File: src/rtl/apuf_pkg.sv
// Shared definitions for the arbiter-PUF race controller: FSM encoding,
// parameter defaults and a constant-safe clog2 helper.
package apuf_pkg;

   typedef enum logic [2:0] {
      S_IDLE   = 3'd0,
      S_LOAD   = 3'd1,
      S_ARM    = 3'd2,
      S_FIRE   = 3'd3,
      S_SAMPLE = 3'd4,
      S_DONE   = 3'd5
   } state_t;

   localparam int DEF_N_STAGES   = 64;
   localparam int DEF_SETTLE_CYC = 8;
   localparam int DEF_N_REPEAT   = 15;
   localparam int DEF_CNT_W      = 8;

   // Number of bits needed to encode value-1; clog2(1) is 0.
   function automatic int clog2(input int value);
      int r;
      int v;
      r = 0;
      v = value - 1;
      while (v > 0) begin
         r = r + 1;
         v = v >> 1;
      end
      return r;
   endfunction

endpackage

File: src/rtl/apuf_race_ctrl_if.sv
// Request/response side of the race controller. The soft_resp member and the
// CNT_W parameter exist only when APUF_SOFT_RESP_EN is defined.
interface apuf_race_ctrl_if #(
   parameter int N_STAGES = 64
`ifdef APUF_SOFT_RESP_EN
   , parameter int CNT_W  = 8
`endif
);

   // Handshake: start is a request that is only honoured while busy is low;
   // the accept edge is the first clock edge with start=1 and busy=0. The
   // result is marked by a single-cycle valid pulse, coincident with busy
   // falling; resp stays valid until the next pulse.
   logic                start;
   logic [N_STAGES-1:0] chal_in;
   logic                busy;
   logic                resp;
   logic                valid;
`ifdef APUF_SOFT_RESP_EN
   logic [CNT_W-1:0]    soft_resp;
`endif

`ifdef APUF_SOFT_RESP_EN
   modport master (output start, chal_in, input busy, resp, valid, soft_resp);
   modport slave  (input start, chal_in, output busy, resp, valid, soft_resp);
`else
   modport master (output start, chal_in, input busy, resp, valid);
   modport slave  (input start, chal_in, output busy, resp, valid);
`endif

endinterface

File: src/rtl/apuf_sync2.sv
// Two-flop synchroniser bringing the asynchronous arbiter output into clk.
module apuf_sync2 (
   input  logic clk,
   input  logic rst,
   input  logic d,
   output logic q
);

   (* ASYNC_REG = "TRUE" *) logic meta;
   (* ASYNC_REG = "TRUE" *) logic sync;

   always_ff @(posedge clk) begin
      if (rst) begin
         meta <= 1'b0;
         sync <= 1'b0;
      end else begin
         meta <= d;
         sync <= meta;
      end
   end

   assign q = sync;

endmodule

File: src/rtl/apuf_race_ctrl.sv
// Launch/sample controller for one arbiter-PUF chain: runs N_REPEAT races per
// challenge and majority-votes them. Optional soft_resp under APUF_SOFT_RESP_EN.
module apuf_race_ctrl
   import apuf_pkg::*;
#(
   parameter int N_STAGES   = DEF_N_STAGES,
   parameter int SETTLE_CYC = DEF_SETTLE_CYC,
   parameter int N_REPEAT   = DEF_N_REPEAT,
   parameter int CNT_W      = DEF_CNT_W
) (
   input  logic                clk,
   input  logic                rst,
   apuf_race_ctrl_if.slave     bus,
   output logic [N_STAGES-1:0] chal_o,
   output logic                launch,
   input  logic                arb_q,
   output state_t              fsm_state
);

   if (N_REPEAT < 1 || N_REPEAT > 255 || (N_REPEAT % 2) == 0) begin : g_bad_repeat
      $error("apuf_race_ctrl: N_REPEAT must be odd and within 1..255");
   end
   if (SETTLE_CYC < 2 || SETTLE_CYC > 255) begin : g_bad_settle
      $error("apuf_race_ctrl: SETTLE_CYC must be within 2..255");
   end
   if (CNT_W < clog2(N_REPEAT + 1)) begin : g_bad_cnt_w
      $error("apuf_race_ctrl: CNT_W too narrow for N_REPEAT");
   end

   // FIRE lasts SETTLE_CYC+2 cycles, so the phase timer needs 9 bits at 255.
   localparam logic [8:0]       ARM_LAST  = 9'(SETTLE_CYC - 1);
   localparam logic [8:0]       FIRE_LAST = 9'(SETTLE_CYC + 1);
   localparam logic [CNT_W-1:0] REP_LAST  = CNT_W'(N_REPEAT - 1);
   localparam logic [CNT_W-1:0] HALF      = CNT_W'(N_REPEAT / 2);

   state_t              state;
   logic [8:0]          timer;
   logic [CNT_W-1:0]    rep;
   logic [CNT_W-1:0]    ones;
   logic                arb_s;
   logic                busy_r;
   logic                resp_r;
   logic                valid_r;
`ifdef APUF_SOFT_RESP_EN
   logic [CNT_W-1:0]    soft_r;
`endif

   apuf_sync2 u_sync (
      .clk (clk),
      .rst (rst),
      .d   (arb_q),
      .q   (arb_s)
   );

   always_ff @(posedge clk) begin
      if (rst) begin
         state   <= S_IDLE;
         timer   <= '0;
         rep     <= '0;
         ones    <= '0;
         chal_o  <= '0;
         launch  <= 1'b0;
         busy_r  <= 1'b0;
         resp_r  <= 1'b0;
         valid_r <= 1'b0;
`ifdef APUF_SOFT_RESP_EN
         soft_r  <= '0;
`endif
      end else begin
         valid_r <= 1'b0;
         case (state)
            S_IDLE: begin
               if (bus.start) begin
                  chal_o <= bus.chal_in;
                  busy_r <= 1'b1;
                  state  <= S_LOAD;
               end
            end
            S_LOAD: begin
               rep   <= '0;
               ones  <= '0;
               timer <= '0;
               state <= S_ARM;
            end
            S_ARM: begin
               if (timer == ARM_LAST) begin
                  timer  <= '0;
                  launch <= 1'b1;
                  state  <= S_FIRE;
               end else begin
                  timer <= timer + 9'd1;
               end
            end
            S_FIRE: begin
               if (timer == FIRE_LAST) begin
                  timer <= '0;
                  state <= S_SAMPLE;
               end else begin
                  timer <= timer + 9'd1;
               end
            end
            S_SAMPLE: begin
               // launch was high through this cycle; drop it on the way out.
               ones   <= ones + {{(CNT_W-1){1'b0}}, arb_s};
               rep    <= rep + {{(CNT_W-1){1'b0}}, 1'b1};
               launch <= 1'b0;
               state  <= (rep == REP_LAST) ? S_DONE : S_ARM;
            end
            S_DONE: begin
               resp_r  <= (ones > HALF);
               valid_r <= 1'b1;
               busy_r  <= 1'b0;
               launch  <= 1'b0;
`ifdef APUF_SOFT_RESP_EN
               soft_r  <= ones;
`endif
               state   <= S_IDLE;
            end
            default: state <= S_IDLE;
         endcase
      end
   end

   assign bus.busy  = busy_r;
   assign bus.resp  = resp_r;
   assign bus.valid = valid_r;
`ifdef APUF_SOFT_RESP_EN
   assign bus.soft_resp = soft_r;
`endif
   assign fsm_state = state;

endmodule

File: src/flat_wrapper.sv
// flat-port wrapper written by rule: the top's interface ports become plain ports
module apuf_race_ctrl_flat import apuf_pkg::*;
#(
   parameter int N_STAGES   = DEF_N_STAGES,
   parameter int SETTLE_CYC = DEF_SETTLE_CYC,
   parameter int N_REPEAT   = DEF_N_REPEAT,
   parameter int CNT_W      = DEF_CNT_W
)
  (clk, rst, chal_o, launch, arb_q, fsm_state, bus_start, bus_chal_in, bus_busy, bus_resp, bus_valid);
  apuf_race_ctrl_if #(.N_STAGES(N_STAGES)) bus_i ();
  input  logic clk;
  input  logic rst;
  output logic [N_STAGES-1:0] chal_o;
  output logic launch;
  input  logic arb_q;
  output state_t fsm_state;
  input wire logic [$bits(bus_i.start)-1:0] bus_start;
  input wire logic [$bits(bus_i.chal_in)-1:0] bus_chal_in;
  output wire logic [$bits(bus_i.busy)-1:0] bus_busy;
  output wire logic [$bits(bus_i.resp)-1:0] bus_resp;
  output wire logic [$bits(bus_i.valid)-1:0] bus_valid;
  assign bus_i.start = bus_start;
  assign bus_i.chal_in = bus_chal_in;
  assign bus_busy = bus_i.busy;
  assign bus_resp = bus_i.resp;
  assign bus_valid = bus_i.valid;
  apuf_race_ctrl #(.N_STAGES(N_STAGES), .SETTLE_CYC(SETTLE_CYC), .N_REPEAT(N_REPEAT), .CNT_W(CNT_W)) u_core (.clk(clk), .rst(rst), .bus(bus_i), .chal_o(chal_o), .launch(launch), .arb_q(arb_q), .fsm_state(fsm_state));
endmodule
File: config.mk
export PLATFORM = sky130hd
export DESIGN_NAME = apuf_race_ctrl_flat
export DESIGN_NICKNAME = d
export VERILOG_FILES = /design/src/rtl/apuf_pkg.sv /design/src/rtl/apuf_race_ctrl_if.sv /design/src/rtl/apuf_sync2.sv /design/src/rtl/apuf_race_ctrl.sv /design/src/flat_wrapper.sv
export SDC_FILE = /design/constraint.sdc
export NUM_CORES = 1
export LEC_CHECK = 0
export CORE_AREA = 5 5 112 114
export DETAILED_ROUTE_END_ITERATION = 12
export DIE_AREA = 0 0 117 119
export GPL_ROUTABILITY_DRIVEN = 0
export PLACE_DENSITY = 0.75
export SKIP_CTS_REPAIR_TIMING = 1
export SYNTH_ARGS = -nofsm -noshare
export SYNTH_HDL_FRONTEND = slang
export SYNTH_SLANG_ARGS = --single-unit
export TNS_END_PERCENT = 5
File: constraint.sdc
create_clock -name clk -period 1.75 [get_ports clk]
set_input_delay 0.35 -clock clk [delete_from_list [all_inputs] [get_ports clk]]
set_output_delay 0.35 -clock clk [all_outputs]
set_load 0.01 [all_outputs]
[After elaboration in Yosys (flattened, before gate mapping)]
Cells that the tools add are included.
Operators by class
  add/subtract/negate cells: 3
  magnitude comparators: 1
  eq/ne operators: 11
  multiplexer cells: 15
  reduce and logical (&&, ||, !) cells: 10
Operators with widths (count)
  $pmux W8 S2: 2
  $pmux W9 S3: 1
  $mux W9: 2
  $pmux W3 S5: 1
  $mux W3: 4
  $add A9 B1 Y9 const B: 1
  $eq A9 B3 Y1 const B: 1
  $eq A9 B4 Y1 const B: 1
  $add A8 B1 Y8: 1
  $add A8 B1 Y8 const B: 1
  $eq A8 B4 Y1 const B: 1
  $gt A8 B3 Y1 const B: 1
  $eq A3 B2 Y1 const B: 2
  $eq A3 B3 Y1 const B: 2
  $reduce_and A2 Y1: 3
  $reduce_bool A2 Y1: 3
  $ne A2 B1 Y1 const B: 2
  $pmux W1 S2: 2
  $eq A3 B1 Y1 const B: 1
  $logic_not A3 Y1: 1
  $mux W1: 3
  $reduce_and A3 Y1: 1
  $reduce_bool A3 Y1: 1
  $ne A2 B2 Y1 const B: 1
  $reduce_or A2 Y1: 1
Storage, ports and cells
  flip-flop bits (word level): 98
  input bits: 68
  output and inout bits: 71
  logic and storage cells: 51

[Longest topological paths before layout]
Gate-level depths: netlist of run 1.
  depth in word-level cells: 4
  mapped depth: 6

[Modules after synthesis]
From an unflattened synthesis of run 1, not the netlist that was laid out.
Second synthesis, totals
  cell total of the unflattened synthesis: 484
  area, all modules: 3910.0 µm²
Modules (own cells, without submodules)
  apuf_race_ctrl: times used 1, cells an instance 480, area an instance 3857.4 µm², seq. area each 1921.8 µm²
  apuf_sync2: times used 1, cells an instance 4, area an instance 52.6 µm², seq. area each 40.0 µm²

[Least setup slack after synthesis of run 1]
No wires, ideal clock.
  kind: reg2reg
  start point: register u_core.timer[0]
  end point: register u_core.timer[8]
  arrival time: 1.534 ns
  slack: 0.094 ns
  stages on the path, launching flop included: 6
  clock period less this slack: 1.656 ns
  cells stage by stage: dfxtp_1 > ha_1 > nand3b_1 > a32oi_2 > a21oi_1 > a221o_1
On the way
  cells in the longest elaborated chain, start to end: 3
  elaborated cells between the ends (all ways): 6
RTL lines
  from (decl): line apuf_race_ctrl.sv:37  | logic [8:0] timer;
  from (signal assigned): line apuf_race_ctrl.sv:91  | timer <= timer + 9'd1;
  from (signal assigned): line apuf_race_ctrl.sv:99  | timer <= timer + 9'd1;
  $add A9 B1 Y9 (tied with other cells): line apuf_race_ctrl.sv:91, apuf_race_ctrl.sv:99
  $mux W9 (on tied branches): line apuf_race_ctrl.sv:95, apuf_race_ctrl.sv:86
  $pmux W9 S3 (*): line apuf_race_ctrl.sv:71  | case (state)
Every way passes the cells marked *; elsewhere a longest branch is shown, timed or not.
A chain may end at the register's enable or synchronous reset.

[Worst setup path after layout of run 1]
  start point: register u_core.timer[0]
  end point: register u_core.timer[5]
The elaborated chain is that of the path after synthesis.

==> qor.txt, run 1 <==
outcome = finished clean
Crit-path slowest cell = a2111oi_1
Clock transition at path regs = 0.07 ns
R2R Setup Slk = 0.08 ns
Post-Route WL = 10700 um
Startpoint Class = flop
initial core utilization = 0.346
critical path class = flop to flop
r2r startpoint = u_core.timer[0]$_SDFFE_PP0P_
total leakage power = 0.00223 uW
worst vdd ir = 0.565 mV
Critical Path End = u_core.timer[5]$_SDFFE_PP0P_
DRC = 0
fraction of layout cells with a size suffix above 1 = 0.115
Final Util = 0.529
core area = 11300 sq um
Avg Inst Size Synth = 8.12 sq um
I/O Pins = 139
final total power = 6890 uW
share of flip-flops with an asynchronous set or reset = 0
number of synthesized flops with an enable pin = 0
Post-DRT Antenna Nets = 0
Worst path max stage delay = 0.39 ns
Most used DFF post-synth = dfxtp_1
FP Rows = 39
Area Growth Syn to Fin = 53.0%
Synth cell types = 51
router iterations before antenna repair = 4
Routed wire per std cell = 13.6 um
total number of yosys warnings = 0
final hold slack = 0.394 ns
clk buf depth = 2
Die Span Y = 119 um
R2R cell count = 6
vias in the first global route = 3783
CP arrival = 1.95 ns
vias = 3880
Slew headroom = 0.686
Seq/Total Area, Yosys = 0.501
CTS buffer count = 9
synthesized area = 3920 sq um
Hold Path Class = input port to flop
max frequency = 0.600 GHz
Final min period = 1.67 ns
port bufs = 138
Yosys top cell by area = dfxtp_1
flops & latches, synth = 98
Setup crit start = u_core.timer[0]$_SDFFE_PP0P_
Die Wd = 117 um
initial DRC count = 320
commonest non-fill, non-tap cell in the layout = nand2_1
H-tree levels = 3
Pwr Density = 1150 nW/um^2
clock latency on the worst-skew pair = 0.33 ns
initial antenna violation count = 0
count of final hold-check violations = 0
fin. max-slew vios = 0
diodes inserted = 0
Tcrit/Tclk final = 0.953
GRT Resource Usage Total = 0.149
Clock Sink Count = 98
Worst Tran Pin Value = 0.472 ns
top cell type's share of synthesized area = 0.501
die area = 13900 sq um
global-route wire length before repair = 17400 um
drt via density = 4.94
Final Skew = 0.00503 ns
max-cap viol count = 0
cell area after layout = 5990 sq um
clk root buf = clkbuf_16
largest net degree at the start of global routing = 65
fin nets = 712
worst-path maximum fanout = 5
CP Cell Sequence = ha_1 -> nand3b_1 -> a32oi_4 -> buf_4 -> a2111oi_1 -> a221o_1
Final Setup Violations = 0
placed cell area = 5650 sq um
total gr overflow = 0
CP Capture Type = flop
Worst EP required = 2.03 ns
Syn Nets = 556
Mapped Cells = 482
most frequent cells in the layout = nand2_1, clkdlybuf4s50_1, dfxtp_1, a21oi_1, buf_4
RSZ-0062 raised after global routing = true
CTS tree = done
top post-synthesis cells by area = dfxtp_1, nand2_1, a21oi_1
R2R Path End = u_core.timer[5]$_SDFFE_PP0P_
dpl hpwl = 7850 um
routing by layer:
metal / wire length (um) / global-route usage
met5: 0 / 0
met4: 138 / 0.0351
met3: 1020 / 0.0416
met2: 4990 / 0.251
met1: 4520 / 0.188
cell type report:
type / instances / area, sq um
inverters: 5 / 18.8
multi-input cells: 348 / 1840
clock buffers: 10 / 239
flip-flops and latches: 98 / 1970
repair buffers: 176 / 1690
fillers: 1038 / 5330
well taps: 143 / 179
clock inverters: 6 / 41.3
worst min-delay path by stage:
stage	start	to	slack [ns]	cells past startpoint
CTS	rst	u_core.launch$_SDFFE_PP0P_	0.36	2
global route	rst	u_core.launch$_SDFFE_PP0P_	0.40	2
finish	rst	u_core.launch$_SDFFE_PP0P_	0.39	2
detailed placement	u_core.u_sync.meta$_SDFF_PP0_	u_core.u_sync.q$_SDFF_PP0_	0.43	1
global placement	u_core.u_sync.meta$_SDFF_PP0_	u_core.u_sync.q$_SDFF_PP0_	0.42	1
floorplan	u_core.u_sync.meta$_SDFF_PP0_	u_core.u_sync.q$_SDFF_PP0_	0.41	1
cell families (layout without fill, tap and decap cells):
family	Yosys count	in the layout	synth area share
AOI/OAI and AO/OA	119	119	0.181
xor gates and xnor gates	3	3	0.00671
adders and majority gates	6	6	0.0192
buffers and inverters	36	197	0.0374
DFF	98	98	0.501
muxes	5	5	0.0144
and+or+nand+nor	215	215	0.241
critical path, delay by kind of cell (launching register included):
family / cells / cell delay (ns)
compound gates: 3 / 0.72
flops: 1 / 0.34
fa+ha+maj: 1 / 0.21
simple gates: 1 / 0.17
buf+inv: 1 / 0.17
synth_stat cells, drive strengths merged, types with 6 or more instances:
| cell type | instances |
|---|---|
| buf | 8 |
| nor3 | 6 |
| nor2 | 25 |
| and2 | 6 |
| nand3 | 7 |
| clkbuf | 23 |
| a21oi | 80 |
| nand2 | 140 |
| ha | 6 |
| o21ai | 8 |
| dfxtp | 98 |
registers in the layout, indices dropped and copies added (netlist names), 3 cells and up:
signal / count
u_core.chal_o: 64
u_core.fsm_state: 3
u_core.ones: 8
u_core.rep: 8
u_core.timer: 9
report_power, final:
part / switching, uW / internal (uW) / leakage, uW
combinational: 1090 / 1170 / 0.00130
sequential: 201 / 2580 / 0.000803
clock: 836 / 1000 / 0.000131
total: 2130 / 4760 / 0.00223
stage by stage:
step           worst slack (ns)  TNS [ns]  std cells
3_5_place_dp             -0.146     -8.09        768
3_3_place_gp             -0.133     -6.99        768
6_report                 0.0820         0        786
4_1_cts                  -0.130    -0.566        784
5_1_grt                -0.00540   -0.0111        786
2_1_floorplan            0.0942         0        482
(Power assumes the default switching activity.)
==> inputs of run 2 (changes only) <==
--- a/config.mk
+++ b/config.mk
@@ -5,10 +5,12 @@
 export SDC_FILE = /design/constraint.sdc
 export NUM_CORES = 1
 export LEC_CHECK = 0
-export CORE_AREA = 5 5 112 114
+export CORE_AREA = 2 2 109 111
 export DETAILED_ROUTE_END_ITERATION = 12
-export DIE_AREA = 0 0 117 119
+export DIE_AREA = 0 0 111 113
 export GPL_ROUTABILITY_DRIVEN = 0
+export GPL_TIMING_DRIVEN = 0
+export HOLD_SLACK_MARGIN = 0.03
 export PLACE_DENSITY = 0.75
 export SKIP_CTS_REPAIR_TIMING = 1
 export SYNTH_ARGS = -nofsm -noshare
==> run 2 against run 1 <==
- worst hold slack better by 0.060 ns
- first-iteration DRC count up 4.1%
- critical path type unchanged
- clock-buffer cell count up 2
==> qor.txt, run 2 (synthesis gave the netlist of run 1 again) <==
Cell Int Power = 4700 uW
Biggest register = u_core.chal_o
fraction of layout cells with a size suffix above 1 = 0.101
CP Capture Type = flop
count of final hold-check violations = 0
Sw Ratio = 0.317
fin. max-slew vios = 0
cell area after layout = 5920 sq um
Final min period = 1.71 ns
CTS buffer count = 9
critical path class = flop to flop
max-cap viol count = 0
diodes inserted = 0
Worst path max stage delay = 0.37 ns
Tcrit/Tclk final = 0.980
Die Wd = 111 um
die area = 12500 sq um
Area Growth Syn to Fin = 51.3%
Crit-path slowest cell = dfxtp_4
fin nets = 710
R2R Setup Slk = 0.04 ns
Slew headroom = 0.646
most frequent cells in the layout = nand2_1, clkdlybuf4s50_1, dfxtp_1, a21oi_1, nor2_1
DRC = 0
GRT Resource Usage Total = 0.172
initial DRC count = 333
Post-Route WL = 11500 um
CP arrival = 1.94 ns
Final Skew = 0.00732 ns
Clock Sink Count = 98
Final Setup Violations = 0
Die Span Y = 113 um
Pwr Density = 1160 nW/um^2
Worst Tran Pin Value = 0.531 ns
placed cell area = 5480 sq um
total leakage power = 0.00213 uW
Largest register FFs = 64
worst vdd ir = 0.524 mV
r2r startpoint = u_core.timer[0]$_SDFFE_PP0P_
sw power = 2180 uW
worst-path maximum fanout = 6
CP Cell Sequence = ha_2 -> nand3b_1 -> a32oi_4 -> buf_12 -> a21oi_4 -> a221o_1
core area = 11300 sq um
largest net degree at the start of global routing = 16
drt via density = 5.03
port bufs = 138
Post-DRT Antenna Nets = 0
Clock transition at path regs = 0.06 ns
I/O Pins = 139
initial antenna violation count = 0
vias = 3945
Setup crit start = u_core.timer[0]$_SDFFE_PP0P_
vias in the first global route = 3759
Hold Path Class = flop to flop
Critical Path End = u_core.timer[5]$_SDFFE_PP0P_
clk buf depth = 2
commonest non-fill, non-tap cell in the layout = nand2_1
Combinational Power Share = 0.332
global-route wire length before repair = 17700 um
dpl hpwl = 8340 um
clock latency on the worst-skew pair = 0.34 ns
Clock Power Share = 0.262
R2R cell count = 6
Worst EP required = 1.97 ns
R2R Path End = u_core.timer[5]$_SDFFE_PP0P_
router iterations before antenna repair = 4
initial core utilization = 0.347
FP Rows = 39
clk root buf = clkbuf_16
max frequency = 0.583 GHz
CTS tree = done
H-tree levels = 3
Startpoint Class = flop
outcome = finished clean
Reg power frac = 0.406
biggest regs = u_core.chal_o x64, u_core.timer x9
total gr overflow = 0
final hold slack = 0.454 ns
Routed wire per std cell = 14.7 um
==> run 2: cell types whose count changed in the layout (fill, tap and decap cells not counted), sizes merged <==
| cell | previous run | this run |
|---|---|---|
| buf | 39 | 20 |
| clkbuf | 10 | 28 |
| clkdlybuf4s50 | 134 | 137 |
| clkinvlp | 3 | 2 |
| dlymetal6s2s | 3 | 1 |
| inv | 6 | 5 |
==> run 2: cell type report <==
type,count,area [sq um]
flip-flops and latches,98,1970
well taps,143,179
fillers,1043,5350
repair buffers,145,1470
multi-input cells,348,1870
inverters,5,18.8
clock buffers,12,236
clock inverters,4,28.8
plain buffers,29,151
==> run 2: per-layer routing <==
layer	vias up	wire length, um	GRT usage
met1	1835	5030	0.205
met2	129	5620	0.309
li1	1965	-	-
met4	0	148	0.0358
met3	16	728	0.0520
met5	-	0	0
==> run 2: stage by stage <==
stage / std cells / setup WS [ns] / total power, uW / utilization / TNS, ns
after floorplan: 482 / 0.0942 / 3820 / - / 0
after global placement: 763 / -0.791 / 4860 / 0.486 / -47.42
after detailed placement: 763 / -0.828 / 4930 / 0.486 / -53.74
after CTS: 779 / -0.467 / 6720 / 0.509 / -23.55
after global routing: 784 / -0.0124 / 7220 / 0.525 / -0.0348
final: 784 / 0.0357 / 6880 / 0.525 / 0
==> run 2: worst max-delay path: cells and delay by family, from the launching register on <==
| kind | cells | cell delay, ns |
|---|---|---|
| adder cells (fa/ha/maj) | 1 | 0.21 |
| AO/OA/AOI/OAI | 3 | 0.67 |
| flip-flops | 1 | 0.37 |
| buffers and inverters | 1 | 0.16 |
| AND/OR/NAND/NOR | 1 | 0.18 |
==> run 2: worst min path at each step <==
stage | cells past startpoint | slack (ns) | to | startpoint
after global routing | 1 | 0.46 | u_core.u_sync.q$_SDFF_PP0_ | u_core.u_sync.meta$_SDFF_PP0_
after global placement | 1 | 0.43 | u_core.u_sync.q$_SDFF_PP0_ | u_core.u_sync.meta$_SDFF_PP0_
after floorplan | 1 | 0.41 | u_core.u_sync.q$_SDFF_PP0_ | u_core.u_sync.meta$_SDFF_PP0_
after detailed placement | 1 | 0.45 | u_core.u_sync.q$_SDFF_PP0_ | u_core.u_sync.meta$_SDFF_PP0_
final | 1 | 0.45 | u_core.u_sync.q$_SDFF_PP0_ | u_core.u_sync.meta$_SDFF_PP0_
after CTS | 1 | 0.45 | u_core.u_sync.q$_SDFF_PP0_ | u_core.u_sync.meta$_SDFF_PP0_
==> run 2: power by group through the flow <==
| stage | clock (uW) | sequential, uW | combinational, uW |
|---|---|---|---|
| CTS | 1830 | 2780 | 2110 |
| floorplan | 0 | 2950 | 866 |
| global placement | 0 | 2810 | 2050 |
| detailed placement | 0 | 2830 | 2100 |
| global route | 1930 | 2830 | 2470 |
| finish | 1800 | 2800 | 2280 |
==> inputs of run 3 (changes only) <==
--- a/config.mk
+++ b/config.mk
@@ -5,13 +5,16 @@
 export SDC_FILE = /design/constraint.sdc
 export NUM_CORES = 1
 export LEC_CHECK = 0
-export CORE_AREA = 2 2 109 111
+export CAP_MARGIN = 0
+export CELL_PAD_IN_SITES_DETAIL_PLACEMENT = 1
+export CELL_PAD_IN_SITES_GLOBAL_PLACEMENT = 1
+export CORE_AREA = 2 2 120 122
 export DETAILED_ROUTE_END_ITERATION = 12
-export DIE_AREA = 0 0 111 113
+export DIE_AREA = 0 0 122 124
 export GPL_ROUTABILITY_DRIVEN = 0
 export GPL_TIMING_DRIVEN = 0
 export HOLD_SLACK_MARGIN = 0.03
-export PLACE_DENSITY = 0.75
+export PLACE_DENSITY = 0.83
 export SKIP_CTS_REPAIR_TIMING = 1
 export SYNTH_ARGS = -nofsm -noshare
 export SYNTH_HDL_FRONTEND = slang
==> run 3 against run 2 <==
- critical path depth shrank 1
- worst setup slack lost 0.015 ns
- sequential cell count is the same
- routed wire length grew 15%
- register-to-register slack is essentially flat
- largest power group unchanged
- highest routed layer unchanged
==> qor.txt, run 3 (synthesis gave the netlist of run 1 again) <==
H-tree levels = 3
worst vdd ir = 0.411 mV
drt via density = 4.88
router iterations before antenna repair = 4
vias in the first global route = 4116
Routed wire per std cell = 16.1 um
Tcrit/Tclk final = 0.988
crit path buf inv count = 1
CTS tree = done
vias = 4003
clk buf depth = 2
Clock Sink Count = 98
FP Rows = 43
Worst EP required = 2.02 ns
clock latency on the worst-skew pair = 0.34 ns
Crit-path slowest cell = or3_1
Clock transition at path regs = 0.07 ns
max frequency = 0.578 GHz
Post-Route WL = 13200 um
I/O Pins = 139
R2R Path End = u_core.ones[7]$_SDFFE_PP0P_
CTS buffer count = 9
Setup WS pre-CTS = -1.15 ns
fin. max-slew vios = 0
largest net degree at the start of global routing = 16
biggest regs = u_core.chal_o x64, u_core.timer x9
met1 Use GR = 0.188
total leakage power = 0.00213 uW
most frequent cells in the layout = nand2_1, clkdlybuf4s50_1, dfxtp_1, a21oi_1, nor2_1
Final Skew = 0.00516 ns
CP Cell Sequence = clkbuf_4 -> nor3b_4 -> nand4_1 -> or3_1 -> a21oi_1
Slew headroom = 0.635
Pwr Density = 1190 nW/um^2
total gr overflow = 0
Post-DRT Antenna Nets = 0
DRC = 0
worst-path maximum fanout = 10
RSZ-0062 raised after global routing = true
Worst path max stage delay = 0.40 ns
min-delay src = u_core.u_sync.meta$_SDFF_PP0_
Area Growth Syn to Fin = 52.8%
Final Util = 0.436
fraction of layout cells with a size suffix above 1 = 0.0969
commonest non-fill, non-tap cell in the layout = nand2_1
Hold Path Sink = u_core.u_sync.q$_SDFF_PP0_
initial core utilization = 0.285
Die Wd = 122 um
Biggest register = u_core.chal_o
CP arrival = 2.00 ns
met3 usage = 0.0298
Die Span Y = 124 um
Final min period = 1.73 ns
met2 GRT Util = 0.308
R2R Setup Slk = 0.02 ns
Final Setup Violations = 0
core area = 13700 sq um
Startpoint Class = flop
fin nets = 710
R2R cell count = 5
GRT Resource Usage Total = 0.166
die area = 15100 sq um
initial DRC count = 121
count of final hold-check violations = 0
r2r startpoint = u_core.fsm_state[1]$_SDFFE_PP0P_
final total power = 7110 uW
Hold Path Class = flop to flop
FILL cells = 1602
diodes inserted = 0
Most Crowded Layer GR = met2
clk root buf = clkbuf_16
Largest register FFs = 64
critical path class = flop to flop
initial antenna violation count = 0
global-route wire length before repair = 19700 um
dpl hpwl = 9690 um
port bufs = 138
kind of cell adding the most delay to the critical path = simple AND/OR/NAND/NOR gates
outcome = finished clean
final worst slack = 0.0209 ns
CP Capture Type = flop
Worst Tran Pin Value = 0.547 ns
Hold Path Depth = 1
max-cap viol count = 0
run 3: cell count changes in the layout (fill, tap and decap cells not counted), sizes merged:
cell      previous run  this run
clkbuf              28        30
clkinvlp             2         3
buf                 20        17
clkinv               2         0
bufinv               0         1
run 3: final cells by class:
type | instances | area, sq um | share of cell area
buffer | 30 | 161 | 0.0270
multi-input combinational | 348 | 1870 | 0.312
timing repair buffer | 144 | 1450 | 0.242
tap | 180 | 225 | 0.0376
clock buffer | 11 | 243 | 0.0406
clock inverter | 4 | 52.6 | 0.00878
sequential | 98 | 1970 | 0.329
inverter | 5 | 18.8 | 0.00314
run 3: worst max path at each step:
stage               cells past startpoint                             start                           end  slack, ns
floorplan                               5      u_core.timer[0]$_SDFFE_PP0P_  u_core.timer[8]$_SDFFE_PP0P_       0.09
global placement                        5                               rst   u_core.ones[0]$_SDFFE_PP0P_      -1.05
global route                            5  u_core.fsm_state[1]$_SDFFE_PP0P_  u_core.timer[4]$_SDFFE_PP0P_      -0.09
finish                                  5  u_core.fsm_state[1]$_SDFFE_PP0P_   u_core.ones[7]$_SDFFE_PP0P_       0.02
CTS                                     5                               rst   u_core.ones[1]$_SDFFE_PP0P_      -0.75
detailed placement                      5                               rst   u_core.ones[1]$_SDFFE_PP0P_      -1.15
run 3: per-layer routing:
layer,up-vias,part of all wire
met5,-,0
met4,0,0.018
met3,20,0.047
met2,100,0.52
met1,1931,0.41
li1,1952,-
run 3: power by group:
group	leakage, uW	switching (uW)	internal [uW]
sequential	0.000802	215	2580
combinational	0.00120	1170	1130
clock	0.000134	874	1140
total	0.00213	2260	4850
run 3: per-stage QoR:
step	hold slack [ns]	setup TNS [ns]	cell area [sq um]	instances
5_1_grt	0.461	-0.749	5980	820
6_report	0.444	0	5980	820
3_3_place_gp	0.424	-66.36	5520	800
2_1_floorplan	0.414	0	3920	482
4_1_cts	0.450	-39.87	5820	815
3_5_place_dp	0.435	-70.78	5520	800
